`src/rtl/jtag_tdo_mux.sv`:
```
// TDO output stage for a JTAG TAP: selects the IR or one data register as the serial source,
// retimes it on falling TCK with a pad enable, and counts the bits shifted in each DR scan.
module jtag_tdo_mux #(
  parameter int CHANNELS    = 6,
  parameter int CODE_W      = 4,
  parameter int BYPASS_CODE = 0,
  parameter int RESET_CODE  = 2,
  parameter int CNT_W       = 16
) (
  input  logic                TCK,
  input  logic                TRST,
  input  logic [CODE_W-1:0]   CODE,
  input  logic                UPDATE_IR,
  input  logic                SHIFT_IR,
  input  logic                SHIFT_DR,
  input  logic                IR_TDO,
  input  logic [CHANNELS-1:0] DR_TDO,
  input  logic [CHANNELS-1:0] CHANNEL_EN,
  output logic                TDO,
  output logic                TDO_EN,
  output logic [CODE_W-1:0]   SEL,
  output logic                BAD_CODE,
  output logic [CNT_W-1:0]    SHIFT_COUNT
);

  localparam int SLOTS = 1 << CODE_W;

  typedef enum logic [1:0] {
    MODE_IDLE,
    MODE_IR_SCAN,
    MODE_DR_SCAN
  } mode_e;

  mode_e            mode;
  mode_e            next_mode;
  logic [SLOTS-1:0] en_ext;
  logic [SLOTS-1:0] dr_ext;
  logic             code_legal;

  // Zero-padding up to every encodable code makes codes >= CHANNELS read as disabled,
  // so one lookup covers both the range check and the enable check.
  assign en_ext     = SLOTS'(CHANNEL_EN);
  assign dr_ext     = SLOTS'(DR_TDO);
  assign code_legal = en_ext[CODE];

  // NOTE: every signal written in always_comb gets a default first so no latch is inferred.
  always_comb begin
    next_mode = MODE_IDLE;
    if (SHIFT_IR)      next_mode = MODE_IR_SCAN;
    else if (SHIFT_DR) next_mode = MODE_DR_SCAN;
  end

  // NOTE: sequential state uses non-blocking assignments so all registers see pre-edge values.
  always_ff @(posedge TCK or negedge TRST) begin
    if (!TRST) begin
      mode        <= MODE_IDLE;
      SEL         <= CODE_W'(RESET_CODE);
      BAD_CODE    <= 1'b0;
      SHIFT_COUNT <= '0;
    end else begin
      mode <= next_mode;

      if (UPDATE_IR) begin
        if (code_legal) begin
          SEL      <= CODE;
          BAD_CODE <= 1'b0;
        end else begin
          SEL      <= CODE_W'(BYPASS_CODE);
          BAD_CODE <= 1'b1;
        end
      end

      // The first DR cycle restarts the count at 1; later cycles saturate at all-ones.
      if (next_mode == MODE_DR_SCAN) begin
        if (mode != MODE_DR_SCAN)  SHIFT_COUNT <= CNT_W'(1);
        else if (~&SHIFT_COUNT)    SHIFT_COUNT <= SHIFT_COUNT + CNT_W'(1);
      end
    end
  end

  // Falling-edge retiming gives the pad half a TCK of setup before the capturing rising edge.
  always_ff @(negedge TCK or negedge TRST) begin
    if (!TRST) begin
      TDO    <= 1'b0;
      TDO_EN <= 1'b0;
    end else begin
      case (mode)
        MODE_IR_SCAN: begin
          TDO    <= IR_TDO;
          TDO_EN <= 1'b1;
        end
        MODE_DR_SCAN: begin
          TDO    <= dr_ext[SEL];
          TDO_EN <= 1'b1;
        end
        default: begin
          TDO    <= 1'b0;
          TDO_EN <= 1'b0;
        end
      endcase
    end
  end

endmodule

```
`config.mk`:
```
export PLATFORM = sky130hd
export DESIGN_NAME = jtag_tdo_mux
export DESIGN_NICKNAME = d
export VERILOG_FILES = /design/src/rtl/jtag_tdo_mux.sv
export SDC_FILE = /design/constraint.sdc
export NUM_CORES = 1
export LEC_CHECK = 0
export CAP_MARGIN = 10
export CORE_MARGIN = 1.5
export CORE_UTILIZATION = 30
export CTS_CLUSTER_DIAMETER = 80
export DETAILED_ROUTE_END_ITERATION = 10
export GPL_ROUTABILITY_DRIVEN = 0
export GPL_TIMING_DRIVEN = 0
export SYNTH_ARGS = -nofsm -noshare
export SYNTH_HDL_FRONTEND = slang
export SYNTH_SLANG_ARGS = --single-unit
export TNS_END_PERCENT = 5
```
`constraint.sdc`:
```
create_clock -name TCK -period 3.55 [get_ports TCK]
set_input_delay 0.71 -clock TCK [delete_from_list [all_inputs] [get_ports TCK]]
set_output_delay 0.71 -clock TCK [all_outputs]
set_load 0.005 [all_outputs]
```
==> impl_metrics.env <==
export IMPL_status="finished, final reports clean"
export IMPL_p_sw_frac=0.254
export IMPL_p_leak_nw=0.803
export IMPL_vdd_drop_max_mv=0.130
export IMPL_hold_ws_ns=0.523
export IMPL_ys_seq_area_frac=0.438
export IMPL_die_x_um=72.1
export IMPL_cts_buffers=3
export IMPL_grt_pass1_wl_um=6630
export IMPL_clk_latency_ns=0.28
export IMPL_avgViaCountPerCell=5.59
export IMPL_crit_required_ns=2.84
export IMPL_skew_ns=0.00919
export IMPL_pwr_share_clk=0.298
export IMPL_synth_area_leaders="dfrtp_1, mux2i_1, nand2b_1"
export IMPL_post_route_util=0.447
export IMPL_gr_total_overflow=0
export IMPL_setup_tns_ns=0
export IMPL_synthAdderAreaFrac=0.0262
export IMPL_power_mw=0.581
export IMPL_cts_tree="done"
export IMPL_synth_mux_area_fraction=0.0726
export IMPL_routed_wl_um=3860
export IMPL_cp_top_family="flip-flops"
export IMPL_postRouteAntennaNets=0
export IMPL_yosys_area_share_simple=0.272
export IMPL_first_pass_iters=4
export IMPL_setup_viol=0
export IMPL_grt_pass1_vias=1376
export IMPL_synth_distinct_cells=40
export IMPL_async_flop_share=1.00
export IMPL_maxSlewHeadroom=0.626
export IMPL_cts_hold_buf=0
export IMPL_dp_slack_ns=-0.244
export IMPL_critPathMaxStageDelay_ns=0.40
export IMPL_setup_slack_ns=0.164
export IMPL_post_route_drc_count=0
export IMPL_cts_sinks=25
export IMPL_core_area_um2=4470
export IMPL_grt_setup_unrepaired="no"
export IMPL_start_kind="flop"
export IMPL_p_int_mw=0.433
export IMPL_syn_cell_area_um2=1430
export IMPL_cts_max_level=1
export IMPL_synthCells=148
export IMPL_synth_top_family_by_area="simple AND/OR/NAND/NOR gates"
export IMPL_detail_route_wl_per_cell_um=15.5
export IMPL_worst_pin_slew_ns=0.559
export IMPL_drv_slew=0
export IMPL_die_area_um2=5190
export IMPL_yosys_register_bits=25
export IMPL_ys_warn_count=0
export IMPL_area_delta_synth_final_pct=39.8
export IMPL_synth_xor_area_frac=0
export IMPL_die_h_um=72.1
export IMPL_synth_top_area_frac=0.385
export IMPL_crit_fanout=1
export IMPL_cap_violations=0
export IMPL_final_area_um2=2000
export IMPL_antenna_found_initial=0
export IMPL_cts_setup_buffers=0
export IMPL_placed_cells=244
export IMPL_synth_edf_count=0
export IMPL_setup_worst_path_end_class="output port"
export IMPL_pin_count=45
export IMPL_path_class="flop to output port"
export IMPL_n_antenna_cell=0
export IMPL_place_area_um2=1940
export IMPL_hold_viol=0
export IMPL_row_count=24
export IMPL_power_density_nw_per_um2=290
export IMPL_drive_above_1_share=0.0711
export IMPL_clkTransAtPathRegs_ns=0.09
export IMPL_p_switching_mw=0.148
export IMPL_cts_root_buf="clkbuf_8"
export IMPL_grt_max_degree=26
export IMPL_crit_slowest_cell="dfrtn_1"
export IMPL_synth_top_cell_by_area="dfrtp_1"
export IMPL_comb_power_share=0.167
export IMPL_nets=223
export IMPL_drt_iter0_markers=112
export IMPL_io_buffers=44
export IMPL_grt_usage=0.159
export IMPL_cp_arrival_ns=2.68
export IMPL_p_seq_frac=0.535
export IMPL_synth_compound_area_frac=0.156
export IMPL_ys_flop_type="dfrtp_1"
export IMPL_layout_cells_non_filler=249
export IMPL_cts_path_max_buffers=2
export IMPL_hpwlAfterDp_um=3010
export IMPL_start_util=0.320
export IMPL_syn_nets=173
export IMPL_path_cells="dlygate4sd2_1"
export IMPL_crit_buf_inv=1
export IMPL_hp_class="flop to flop"
export IMPL_num_vias=1391
export IMPL_syn_avg_cell_area_um2=9.67
area by class of cell:
class                      count  area (µm²)
inverter                       7        26.3
fill                         421        2470
timing repair buffer          45         453
clock buffer                   3        41.3
clock inverter                 1        7.51
sequential                    25         627
multi-input combinational    110         754
buffer                         6        26.3
tap                           52        65.1
synth_stat cells, types with 2 or more instances:
cell type and count:
and3_1 6, inv_1 7, ha_1 3, dfrtp_1 22, nor4_1 7, nand3b_1 2
a211o_1 2, nor3_1 5, o41ai_1 2, a31oi_1 6, a2bb2oi_1 3, nand4_1 5
nand2b_1 9, nand2_1 10, nor2_1 4, clkbuf_1 5, mux2i_1 7, a21oi_1 3
o21ai_0 9, nand3_1 8, o2bb2ai_1 2, or4_1 2, dfrtn_1 2
cells by family after synthesis:
family                     after synthesis
and+or+nand+nor                         65
AOI/OAI and AO/OA                       33
DFF                                     25
buffers and inverters                   13
muxes                                    9
adders and majority gates                3
power groups by stage:
stage,Combinational [mW],Sequential (mW),Clock (mW)
6_report,0.0972,0.310,0.173
5_1_grt,0.108,0.312,0.188
4_1_cts,0.0966,0.310,0.177
3_5_place_dp,0.0979,0.315,0
3_3_place_gp,0.0955,0.314,0
2_1_floorplan,0.0335,0.314,0
layout by cell type (no fill, tap or decap), types with 7 or more instances in the layout:
| cell | synthesis | layout |
|---|---|---|
| o21ai_0 | 9 | 9 |
| clkdlybuf4s50_1 | 0 | 42 |
| inv_1 | 7 | 7 |
| nand3_1 | 8 | 8 |
| nor4_1 | 7 | 7 |
| nand2b_1 | 9 | 9 |
| dfrtp_1 | 22 | 22 |
| mux2i_1 | 7 | 7 |
| nand2_1 | 10 | 10 |
worst min-delay path, cell delays in order, from the launching register on:
cell	delay, ns
dfrtp_1	0.36
nor2_1	0.04
nor2_1	0.09
state kept, by name, summed over array words and instances, names as in the netlist:
signal and count:
SHIFT_COUNT 16, SEL 4, mode 2, BAD_CODE 1
TDO 1, TDO_EN 1
per-layer routing:
| layer | track usage | part of all wire | vias to the layer above |
|---|---|---|---|
| met1 | 0.216 | 0.45 | 684 |
| met3 | 0.0153 | 0.022 | 10 |
| met4 | 0.0503 | 0.016 | 0 |
| met2 | 0.269 | 0.51 | 36 |
| met5 | 0 | 0 | - |
| li1 | - | - | 661 |
repair_timing:
item,CTS,global route
gates cloned,0,0
endpoints found under the setup margin,3,1
pin swaps,0,0
resized for setup,3,2
final timing paths:
path	cells after the start	end	from	slack, ns
worst max-delay path	1	TDO_EN	TDO_EN	0.16
worst min-delay path	2	BAD_CODE	BAD_CODE	0.52
worst max register to register	6	TDO	mode[0]	0.25
worst min register to register	2	BAD_CODE	BAD_CODE	0.52
max in group asynchronous	2	TDO	TRST	0.58
min in group asynchronous	1	SHIFT_COUNT[7]	TRST	0.79
(Power assumes the default switching activity.)
